**config.mk**
```make
export PLATFORM = sky130hd
export DESIGN_NAME = task_msg_framer
export DESIGN_NICKNAME = d
export VERILOG_FILES = /design/src/rtl/task_msg_framer.sv
export SDC_FILE = /design/constraint.sdc
export NUM_CORES = 1
export LEC_CHECK = 0
export CAP_MARGIN = 10
export CELL_PAD_IN_SITES_DETAIL_PLACEMENT = 1
export CELL_PAD_IN_SITES_GLOBAL_PLACEMENT = 1
export CORE_MARGIN = 2
export CORE_UTILIZATION = 39
export CTS_CLUSTER_SIZE = 8
export DETAILED_ROUTE_END_ITERATION = 8
export HOLD_SLACK_MARGIN = 0.1
export PLACE_DENSITY = 0.94
export SYNTH_ARGS = -nofsm -noshare
export SYNTH_HDL_FRONTEND = slang
export SYNTH_SLANG_ARGS = --single-unit
```
**constraint.sdc**
```tcl
create_clock -name clk -period 4.28 [get_ports clk]
set_input_delay 0.856 -clock clk [delete_from_list [all_inputs] [get_ports clk]]
set_output_delay 0.856 -clock clk [all_outputs]
set_load 0.005 [all_outputs]
```
**src/rtl/task_msg_framer.sv**
```systemverilog
// Byte-stream framer for the task message path: packs big-endian bytes into words, frames
// one message on the header LEN field, and hands message plus verdict to the dispatcher.
module task_msg_framer #(
    parameter int  TIMEOUT_CYCLES = 1000,
    localparam int MAX_MSG_WORDS  = 12
) (
    input  logic                         clk,
    input  logic                         rst,
    input  logic [7:0]                   s_data,
    input  logic                         s_valid,
    output logic                         s_ready,
    output logic [MAX_MSG_WORDS*32-1:0]  m_words,
    output logic [3:0]                   m_len,
    output logic [31:0]                  m_status,
    output logic                         m_valid,
    input  logic                         m_ready,
    output logic                         timeout_err
);

    localparam int          HEADER_WORDS    = 4;
    localparam int          LEN_IDX         = 0;
    localparam int          TASK_ID_IDX     = 2;
    localparam int          STATUS_IDX      = 3;
    localparam logic [7:0]  TASK_ID_BANK    = 8'd100;
    localparam logic [7:0]  TASK_ID_OUT     = 8'd101;
    localparam logic [31:0] TASK_VALID      = 32'd0;
    localparam logic [31:0] HEADER_INVALID  = 32'd1;
    localparam logic [31:0] PAYLOAD_INVALID = 32'd2;
    localparam int          IDLE_W          = $clog2(TIMEOUT_CYCLES + 1);

    typedef enum logic [1:0] {ST_HDR, ST_PAY, ST_OUT} state_t;

    function automatic logic f_len_ok(input logic [31:0] len);
        return (len >= 32'(HEADER_WORDS)) && (len <= 32'(MAX_MSG_WORDS));
    endfunction

    function automatic logic [31:0] f_verdict(input logic [31:0] len, input logic [31:0] task_id,
                                              input logic [31:0] stat);
        if (!f_len_ok(len) || (task_id[31:8] != 24'd0) ||
            ((task_id[7:0] != TASK_ID_BANK) && (task_id[7:0] != TASK_ID_OUT)) ||
            (stat != TASK_VALID))
            return HEADER_INVALID;
        if (((task_id[7:0] == TASK_ID_BANK) && (len != 32'd6)) ||
            ((task_id[7:0] == TASK_ID_OUT) && (len != 32'd5)))
            return PAYLOAD_INVALID;
        return TASK_VALID;
    endfunction

    state_t                       r_state;
    logic [MAX_MSG_WORDS*32-1:0]  r_words;
    logic [1:0]                   r_byte_cnt;
    logic [3:0]                   r_word_cnt;
    logic [3:0]                   r_len;
    logic [31:0]                  r_status;
    logic [IDLE_W-1:0]            r_idle;
    logic                         r_s_ready;
    logic                         r_m_valid;
    logic                         r_timeout;

    logic        w_accept, w_hdr_done, w_pay_done, w_empty, w_go_out;
    logic [8:0]  w_bit_base;
    logic [31:0] w_len_word, w_task_word, w_stat_word;

    assign w_accept    = s_valid & r_s_ready;
    // byte b of word w lands at bit w*32 + (3-b)*8 (big-endian within the word)
    assign w_bit_base  = {r_word_cnt, ~r_byte_cnt, 3'b000};
    assign w_len_word  = r_words[LEN_IDX*32 +: 32];
    assign w_task_word = r_words[TASK_ID_IDX*32 +: 32];
    assign w_stat_word = {r_words[STATUS_IDX*32+8 +: 24], s_data};
    assign w_hdr_done  = (r_word_cnt == 4'(HEADER_WORDS - 1)) && (r_byte_cnt == 2'd3);
    assign w_pay_done  = (r_word_cnt == r_len - 4'd1) && (r_byte_cnt == 2'd3);
    assign w_empty     = (r_word_cnt == 4'd0) && (r_byte_cnt == 2'd0);
    assign w_go_out    = w_accept &&
                         (((r_state == ST_HDR) && w_hdr_done &&
                           (!f_len_ok(w_len_word) || (w_len_word[3:0] == 4'(HEADER_WORDS)))) ||
                          ((r_state == ST_PAY) && w_pay_done));

    always_ff @(posedge clk) begin
        if (rst) begin
            r_state    <= ST_HDR;
            r_words    <= '0;
            r_byte_cnt <= '0;
            r_word_cnt <= '0;
            r_len      <= '0;
            r_status   <= TASK_VALID;
            r_idle     <= '0;
            r_s_ready  <= 1'b0;
            r_m_valid  <= 1'b0;
            r_timeout  <= 1'b0;
        end else begin
            r_timeout <= 1'b0;
            unique case (r_state)
                ST_HDR, ST_PAY: begin
                    r_s_ready <= 1'b1;
                    if (w_accept) begin
                        r_words[w_bit_base +: 8] <= s_data;
                        r_byte_cnt <= r_byte_cnt + 2'd1;
                        r_idle     <= '0;
                        if (r_byte_cnt == 2'd3)
                            r_word_cnt <= r_word_cnt + 4'd1;
                        if ((r_state == ST_HDR) && w_hdr_done) begin
                            r_status <= f_verdict(w_len_word, w_task_word, w_stat_word);
                            r_len    <= f_len_ok(w_len_word) ? w_len_word[3:0] : 4'(HEADER_WORDS);
                        end
                        if (w_go_out) begin
                            r_state   <= ST_OUT;
                            r_m_valid <= 1'b1;
                            r_s_ready <= 1'b0;
                        end else if ((r_state == ST_HDR) && w_hdr_done) begin
                            r_state <= ST_PAY;
                        end
                    end else if ((r_state == ST_HDR) && w_empty) begin
                        r_idle <= '0;
                    end else if (r_idle == IDLE_W'(TIMEOUT_CYCLES - 1)) begin
                        // stalled mid-message: drop the partial data and resync on a fresh header
                        r_state    <= ST_HDR;
                        r_words    <= '0;
                        r_byte_cnt <= '0;
                        r_word_cnt <= '0;
                        r_idle     <= '0;
                        r_timeout  <= 1'b1;
                    end else begin
                        r_idle <= r_idle + 1'b1;
                    end
                end
                ST_OUT: begin
                    r_idle    <= '0;
                    r_s_ready <= 1'b0;
                    if (m_ready) begin
                        r_state    <= ST_HDR;
                        r_m_valid  <= 1'b0;
                        r_words    <= '0;
                        r_byte_cnt <= '0;
                        r_word_cnt <= '0;
                        r_s_ready  <= 1'b1;
                    end
                end
                default: r_state <= ST_HDR;
            endcase
        end
    end

    assign s_ready     = r_s_ready;
    assign m_words     = r_words;
    assign m_len       = r_len;
    assign m_status    = r_status;
    assign m_valid     = r_m_valid;
    assign timeout_err = r_timeout;

endmodule

```
### After elaboration in Yosys (flattened, before gate mapping)

Index checks and enable logic that the tools add are counted.

* bits in registers: 441
* input port bits: 12
* output and inout port bits: 423

* eq/ne operators: 20
* shifts and indexed selects: 2
* order comparisons: 2
* multiplexer cells: 50
* bitwise gates (word level): 3
* reductions and logical operators: 32
* add/sub/neg operators: 5

Operator list (number)
* two-way mux 384 bit: 4
* case mux 384 bit (2 select lines): 1
* bitwise mux 384 bit: 1
* variable shift 8 x 11 -> 384 bit (first input constant): 1
* indexed part select 8 x 11 -> 384 bit: 1
* two-way mux 32 bit: 4
* inequality test 32 x 3 -> 1 bit (second input constant): 2
* >= comparator 32 x 3 -> 1 bit (second input constant): 1
* <= comparator 32 x 4 -> 1 bit (second input constant): 1
* nonzero test 32 bit: 1
* two-way mux 10 bit: 3
* two-way mux 4 bit: 6
* nonzero test 24 bit: 1
* case mux 10 bit (2 select lines): 1
* two-way mux 1 bit: 18
* equality test 8 x 7 -> 1 bit (second input constant): 2
* inequality test 8 x 7 -> 1 bit (second input constant): 2
* two-way mux 2 bit: 7
* logical AND 1 bit: 12
* AND reduction 4 bit: 3
* negator 9 -> 11 bit: 1
* adder 10 x 1 -> 10 bit (second input constant): 1
* equality test 10 bit (second input constant): 1
* inequality test 3 bit (second input constant): 3
* other kinds (25): 36

### Depth between registers and ports, before layout

Gate-level depths: netlist of the first run.

* depth after elaboration: 18
* gate-level depth with buffers: 12

### Least setup slack after synthesis of the first run

Ideal clock, no wire load.

* kind: flip-flop to flip-flop
* start: reg r_byte_cnt[0]
* end: reg r_words[335] (netlist: m_words[335])
* slack: 1.406 ns
* stages on the path, launching flop included: 11
* clock period less this slack: 2.874 ns
* arrival time: 2.803 ns
* required time: 4.209 ns
* buffers on the path: 3
* setup time: 0.071 ns
* cell sequence: dfxtp_1 buf_2 clkinv_1 buf_1 ha_1 and2_1 a2111oi_4 o21ai_4 or4_1 buf_2 o2bb2ai_1

* longest elaborated chain between the ends: 6
* elaborated cells between the ends (all ways): 12

Ends and longest elaborated chain
* start, declared: RTL line 51 `logic [1:0] r_byte_cnt;`
* start signal, assigned: RTL line 97 `r_byte_cnt <= r_byte_cnt + 2'd1;`
* NOT 2 bit: RTL line 66 `assign w_bit_base = {r_word_cnt, ~r_byte_cnt, 3'b000};`
* negator 9 -> 11 bit: RTL line 96 `r_words[w_bit_base +: 8] <= s_data;`
* indexed part select 8 x 11 -> 384 bit / variable shift 8 x 11 -> 384 bit (equally long branches): RTL line 96
* bitwise mux 384 bit: RTL line 96
* two-way mux 384 bit: RTL line 95 `if (w_accept) begin`
* case mux 384 bit (2 select lines): RTL line 92 `unique case (r_state)`
* end signal, assigned by index: RTL line 96
* end, declared: RTL line 50 `logic [MAX_MSG_WORDS*32-1:0] r_words;`

Several ways; a longest one is shown, not always the timed one.
A chain may end at the register's enable or synchronous reset.

### Worst setup path after layout of the first run

* start: reg r_word_cnt[1]
* end: reg r_words[268] (netlist: m_words[268])

* longest elaborated chain between the ends: 5
* elaborated cells between the ends (all ways): 11

Ends and longest elaborated chain
* start, declared: RTL line 52 `logic [3:0] r_word_cnt;`
* start signal, assigned: RTL line 100 `r_word_cnt <= r_word_cnt + 4'd1;`
* negator 9 -> 11 bit / zero test 4 bit (equally long branches): RTL line 96, 72
* indexed part select 8 x 11 -> 384 bit, or another cell as far along: RTL line 96
* bitwise mux 384 bit / logical AND 1 bit (equally long branches): RTL line 96, 112
* two-way mux 384 bit / inequality test 3 bit (equally long branches)
* case mux 384 bit (2 select lines) / AND reduction 4 bit (equally long branches)

Several ways; a longest one is shown, not always the timed one.

==> results of run 1 <==
[registers in the layout, summed over array words and instances, names as in the netlist]
register,count
m_status,2
r_word_cnt,4
r_idle,10
m_len,4
m_valid,1
r_state,2
m_words,384
r_byte_cnt,2
s_ready,1
timeout_err,1
[power by group]
| part | switching (W) | leakage, nW | internal, W |
|---|---|---|---|
| combinational | 0.000346 | 3.59 | 0.0000833 |
| clock | 0.00164 | 0.747 | 0.00240 |
| sequential | 0.00000687 | 3.31 | 0.00384 |
| total | 0.00200 | 7.64 | 0.00633 |
[per-stage QoR]
step / hold slack, ns / cells / total power [W] / utilization, %
final: 0.4561 / 2470 / 0.008321 / 54.35
after global routing: 0.4774 / 2470 / 0.008520 / 54.35
after CTS: 0.4614 / 2470 / 0.008329 / 54.35
after detailed placement: 0.4477 / 2407 / 0.004332 / 50.51
after global placement: 0.4381 / 2407 / 0.004317 / 50.51
after floorplan: 0.4477 / 1567 / 0.004174 / -
[final timing paths]
check	start	end	slack, ns
max	r_word_cnt[1]$_SDFFE_PP0P_	m_words[268]$_SDFFE_PP0P_	0.68
min	m_words[204]$_SDFFE_PP0P_	m_words[204]$_SDFFE_PP0P_	0.46
max reg2reg	r_word_cnt[1]$_SDFFE_PP0P_	m_words[268]$_SDFFE_PP0P_	0.68
min reg2reg	m_words[204]$_SDFFE_PP0P_	m_words[204]$_SDFFE_PP0P_	0.46
[worst max-delay path, delay by kind of cell, from the launching register on]
kind | cells | cell delay (ns)
simple gates | 1 | 0.18
flops | 1 | 0.66
fa+ha+maj | 1 | 0.32
compound gates | 5 | 2.12
buf+inv | 1 | 0.24
[final cells by class]
type | instances | area (um^2)
Sequential cell | 411 | 8228
Fill cell | 4242 | 18050
Tap cell | 525 | 656.9
Clock buffer | 61 | 1483
Multi-Input combinational cell | 1014 | 6736
Inverter | 22 | 82.58
Timing Repair Buffer | 435 | 4274
Clock inverter | 2 | 36.28
[cell families after synthesis]
kind of cell	Yosys count	synth area share, %
muxes	11	0.7083
adders and majority gates	7	0.5634
and+or+nand+nor	418	13.55
buffers and inverters	142	4.491
DFF	411	52.93
other	1	0.02412
AOI/OAI and AO/OA	537	26.98
xor gates and xnor gates	11	0.7646
[Yosys cell counts, types with 12 or more instances]
cell and number:
and3_1 13, nor3_1 39, buf_2 30, nor2b_1 12, a32o_1 29, a31o_2 13
inv_1 20, nor4_1 25, buf_4 34, a22o_1 185, and2_1 18, o31ai_1 16
a22oi_1 12, a21oi_1 64, nand3_1 38, nand4_1 22, o21ai_0 69, nor2_1 87
clkbuf_1 48, o2bb2ai_1 82, nand2_1 117, dfxtp_1 411
[routing by layer]
layer,vias to the layer above,wire (um)
li1,6534,-
met4,2,3822
met1,7709,26510
met2,839,33030
met3,234,5306
met5,-,11
==> results.toml, run 1 <==
[global_route]
grt_pass1_vias = 15849
grt_use_met1_pct = 38.43
grt_use_total_pct = 32.28
gr-usage-met2_pct = 53.78
grt.busiest_layer = "met2"
antenna_found_initial = 2
grt_max_degree = 55
grt_use_met3_pct = 7.303
grt-ovfl-total = 0
grt_pass1_wl_um = 102600

[layout]
finalNetCount = 1960
drive_above_1_share_pct = 7.044
final_cell_mix = "dfxtp_1 (411), clkdlybuf4s50_1 (403), a22o_1 (185)"
area_delta_synth_final_pct = 38.28
layout_commonest_cell = "dfxtp_1"
final_area_um2 = 21500
antenna_cells = 0

[timing]
fin_crit_sh_pct = 84.21
finalMaxSlewViolations = 0
max_freq_mhz = 277.4
worst_pin_slew_ns = 1.106
hold_viol = 0
rsz0062_at_grt = "false"
slew_headroom_pct = 25.71
fin_ws_ns = 0.6757
finalSetupTns_ns = 0
setup_viol = 0
period_minus_slack_ns = 3.604
finClkSkew_ns = 0.02308

[logic_synthesis]
synth_ff_type = "dfxtp_1"
synth_area_leaders = "dfxtp_1 (53%), a22o_1 (10%), o2bb2ai_1 (4.6%), nand2_1 (2.8%), o21ai_0 (2.2%)"
ys_warn_count = 0
netlist_area_um2 = 15550
yosysSeqAreaShare_pct = 52.93
ys_seq_elements = 411
ys_types = 76
synth_top_cell_by_area = "dfxtp_1"
synth_top_area_share_pct = 52.93
async_reset_ff_share_pct = 0
syn_inst = 1538
synth_area_per_cell_um2 = 10.11
synth_edf_count = 0

[clock_network]
cts_post_setup_buffers_inserted = 0
clock_latency_ns = 0.61
hold_buffers = 0
cts_tree = "built"
cts_buffer_depth = 3
cts.repair.resized = 0
clk_pin_slew_ns = 0.05
cts_made_buffers = 57
htree_levels = 2
clock_sinks = 411
cts_root_buffer = "clkbuf_16"

[placement]
dpl.hpwl_um = 48590
postPlaceCellArea_um2 = 19980
place_congestion = 0.9571
io_buffers = 404
dp_worst_setup_slack_ns = 0.6758

[floorplan]
die_x_um = 203.7
initial_utilization_pct = 39.31
dieArea_um2 = 41480
coreArea_um2 = 39550
fp.dieH_um = 203.7
ios = 435
fp-row-count = 73

[worst_setup_path]
crit_type = "reg2reg"
reg2regPathDepth = 8
cp_max_fo = 19
critPathCaptureType = "flop"
worst_path_largest_cell_delay_ns = 0.72
start_kind = "flop"
required_ns = 4.80
crit_slowest_cell = "a21oi_1"
cp.arrival_ns = 4.12
worstPathCellList = "inv_1, ha_1, a21boi_0, or2_1, a21o_1, o21ai_0, a21oi_1, o2bb2ai_1"

[power]
pwr_density_cell_nw_per_um2 = 387.1
irDropWorstVdd_mv = 0.2845
leakagePower_nw = 7.643

[routing]
dr_total_vias = 15318
routed_via_density = 6.202
dr.first_iter.drc_count = 1224
antenna_left = 0
drc = 0
dr.pass1.iters = 5
wl_per_cell_um = 27.81
wl_um = 68680

[outcome]
status = "complete, no violations"

[worst_hold_path]
hold_path_depth = 2
hp-class = "reg2reg"

[job]
drv_cap = 0
Power figures use the tool's default switching activity.
==> run 2: changes to the inputs <==
Settings changed: CORE_UTILIZATION 39 to 33, PLACE_DENSITY 0.94 to 0.86.
Clock period 4.28 ns to 3.3 ns, I/O delays scaled along.
==> run 2 against run 1 <==
Effect of this change:
- combinational power grew 38%
- largest cell class unchanged
- flip-flop and latch count is the same
- highest routed layer unchanged
- setup slack lost 0.39 ns
- critical endpoint is now m_words[325]$_SDFFE_PP0P_
- die area grew 18%
- largest power group unchanged
- clock power grew 29%
- maximum frequency grew 20%
- sequential power grew 30%
- count of clock-buffer cells in the layout is the same
- utilization shrank 7.1 points
==> results.toml, run 2 (same netlist as run 1, synthesis figures left out) <==
[global_route]
grt_max_degree = 66
antenna_found_initial = 1
gr-usage-met2_pct = 44.89
grt-ovfl-total = 0
grt_pass1_wl_um = 103800
grt_use_total_pct = 27.41
grt_pass1_vias = 15825
grt_use_met3_pct = 5.909
grt.busiest_layer = "met2"
grt_use_met1_pct = 34.18

[layout]
layout_commonest_cell = "dfxtp_1"
antenna_cells = 0
finalNetCount = 2016
area_delta_synth_final_pct = 41.59
final_cell_mix = "dfxtp_1 (411), clkdlybuf4s50_1 (403), a22o_1 (185)"
drive_above_1_share_pct = 9.595
largest_reg_flops = 384

[power]
pwr_density_cell_nw_per_um2 = 490.2
leakagePower_nw = 7.908
irDropWorstVdd_mv = 0.3904

[worst_setup_path]
r2r_start = "r_byte_cnt[1]$_SDFFE_PP0P_"
start_kind = "flop"
crit_type = "reg2reg"
reg2reg_to = "m_words[325]$_SDFFE_PP0P_"
crit_start = "r_byte_cnt[1]$_SDFFE_PP0P_"
required_ns = 3.84
worst_path_largest_cell_delay_ns = 0.61
reg2regPathDepth = 10
worstPathCellList = "buf_4, ha_1, buf_4, a21boi_0, or2_1, a21o_1, buf_4, o21ai_0, a21oi_1, a22o_1"
cp_max_fo = 12
crit_top_cell = "buf_4"
critPathCaptureType = "flop"
crit_slowest_cell = "a21oi_1"
r2r_slack_ns = 0.29
cp.arrival_ns = 3.55

[worst_hold_path]
worstHoldStart = "m_words[235]$_SDFFE_PP0P_"
holdPathEnd = "m_words[235]$_SDFFE_PP0P_"
hold_path_depth = 2
hp-class = "reg2reg"

[floorplan]
fp-row-count = 79
fp.dieH_um = 221.0
dieArea_um2 = 48860
initial_utilization_pct = 33.39
die_x_um = 221.0
coreArea_um2 = 46560
ios = 435

[clock_network]
cts_tree = "built"
clk_pin_slew_ns = 0.06
htree_levels = 2
clock_latency_ns = 0.60
cts_made_buffers = 57
clock_sinks = 411
cts_root_buffer = "clkbuf_16"
cts_post_setup_buffers_inserted = 0
cts_buffer_depth = 3

[job]
drv_cap = 0

[routing]
routed_via_density = 5.833
dr.pass1.iters = 5
wl_um = 69970
dr.first_iter.drc_count = 1125
antenna_left = 0
drc = 0
dr_total_vias = 15213
wl_per_cell_um = 26.83

[outcome]
status = "complete, no violations"

[timing]
rsz0062_at_grt = "false"
hold_viol = 0
fin_ws_ns = 0.2901
max_freq_mhz = 332.2
setup_viol = 0
fin_crit_sh_pct = 91.21
finClkSkew_ns = 0.02481
slew_headroom_pct = 33.54
finalSetupTns_ns = 0
finalMaxSlewViolations = 0
period_minus_slack_ns = 3.010
worst_pin_slew_ns = 0.9893

[placement]
io_buffers = 404
place_congestion = 0.9239
dp_worst_setup_slack_ns = 0.1724
dpl.hpwl_um = 50070
[run 2: layout make-up]
type | instances | area, um^2
clock buffer | 61 | 1451
multi-input combinational | 1014 | 6738
clock inverter | 2 | 46.29
fill | 5098 | 24540
tap | 607 | 759.5
timing repair buffer | 491 | 4707
sequential | 411 | 8228
inverter | 22 | 82.58
[run 2: repair_timing]
action	4_1_cts	5_1_grt
gates resized for setup	0	1
endpoints found under the setup margin	0	1
hold buffers	0	0
[run 2: metal layers]
metal  routed length (um)  vias to the layer above
li1                     -                     6657
met1                28750                     7657
met2                32830                      717
met3                 5009                      180
met4                 3360                        2
met5                   10                        -
[run 2: through the flow]
step	cell area (um^2)	util [%]	cells	hold slack (ns)	power (W)
finish	22010	47.28	2608	0.4559	0.01079
global placement	20510	44.06	2545	0.4354	0.005648
global route	22010	47.28	2608	0.4811	0.01106
floorplan	15660	-	1567	0.4477	0.005414
CTS	22010	47.28	2608	0.4588	0.01083
detailed placement	20510	44.06	2545	0.4475	0.005665
[run 2: worst max-delay path by stage]
stage	to	slack, ns
after global placement	m_words[251]$_SDFFE_PP0P_	0.20
after CTS	m_words[223]$_SDFFE_PP0P_	0.13
after global routing	m_words[273]$_SDFFE_PP0P_	0.13
final	m_words[325]$_SDFFE_PP0P_	0.29
after floorplan	m_words[335]$_SDFFE_PP0P_	0.43
after detailed placement	m_words[251]$_SDFFE_PP0P_	0.17
[run 2: power breakdown]
part           internal (W)  switching [W]  leakage, nW  total, W
sequential          0.00498     0.00000944         3.31   0.00499
combinational      0.000136       0.000459         3.87  0.000595
clock               0.00305        0.00215        0.731   0.00521
total               0.00817        0.00262         7.91    0.0108
[run 2: worst max-delay path, delay by kind of cell, from the launching register on]
| family | cells | cell delay [ns] |
|---|---|---|
| adders and majority gates | 1 | 0.18 |
| AOI/OAI and AO/OA | 5 | 1.64 |
| buffers and inverters | 3 | 0.62 |
| DFF | 1 | 0.31 |
| and+or+nand+nor | 1 | 0.18 |
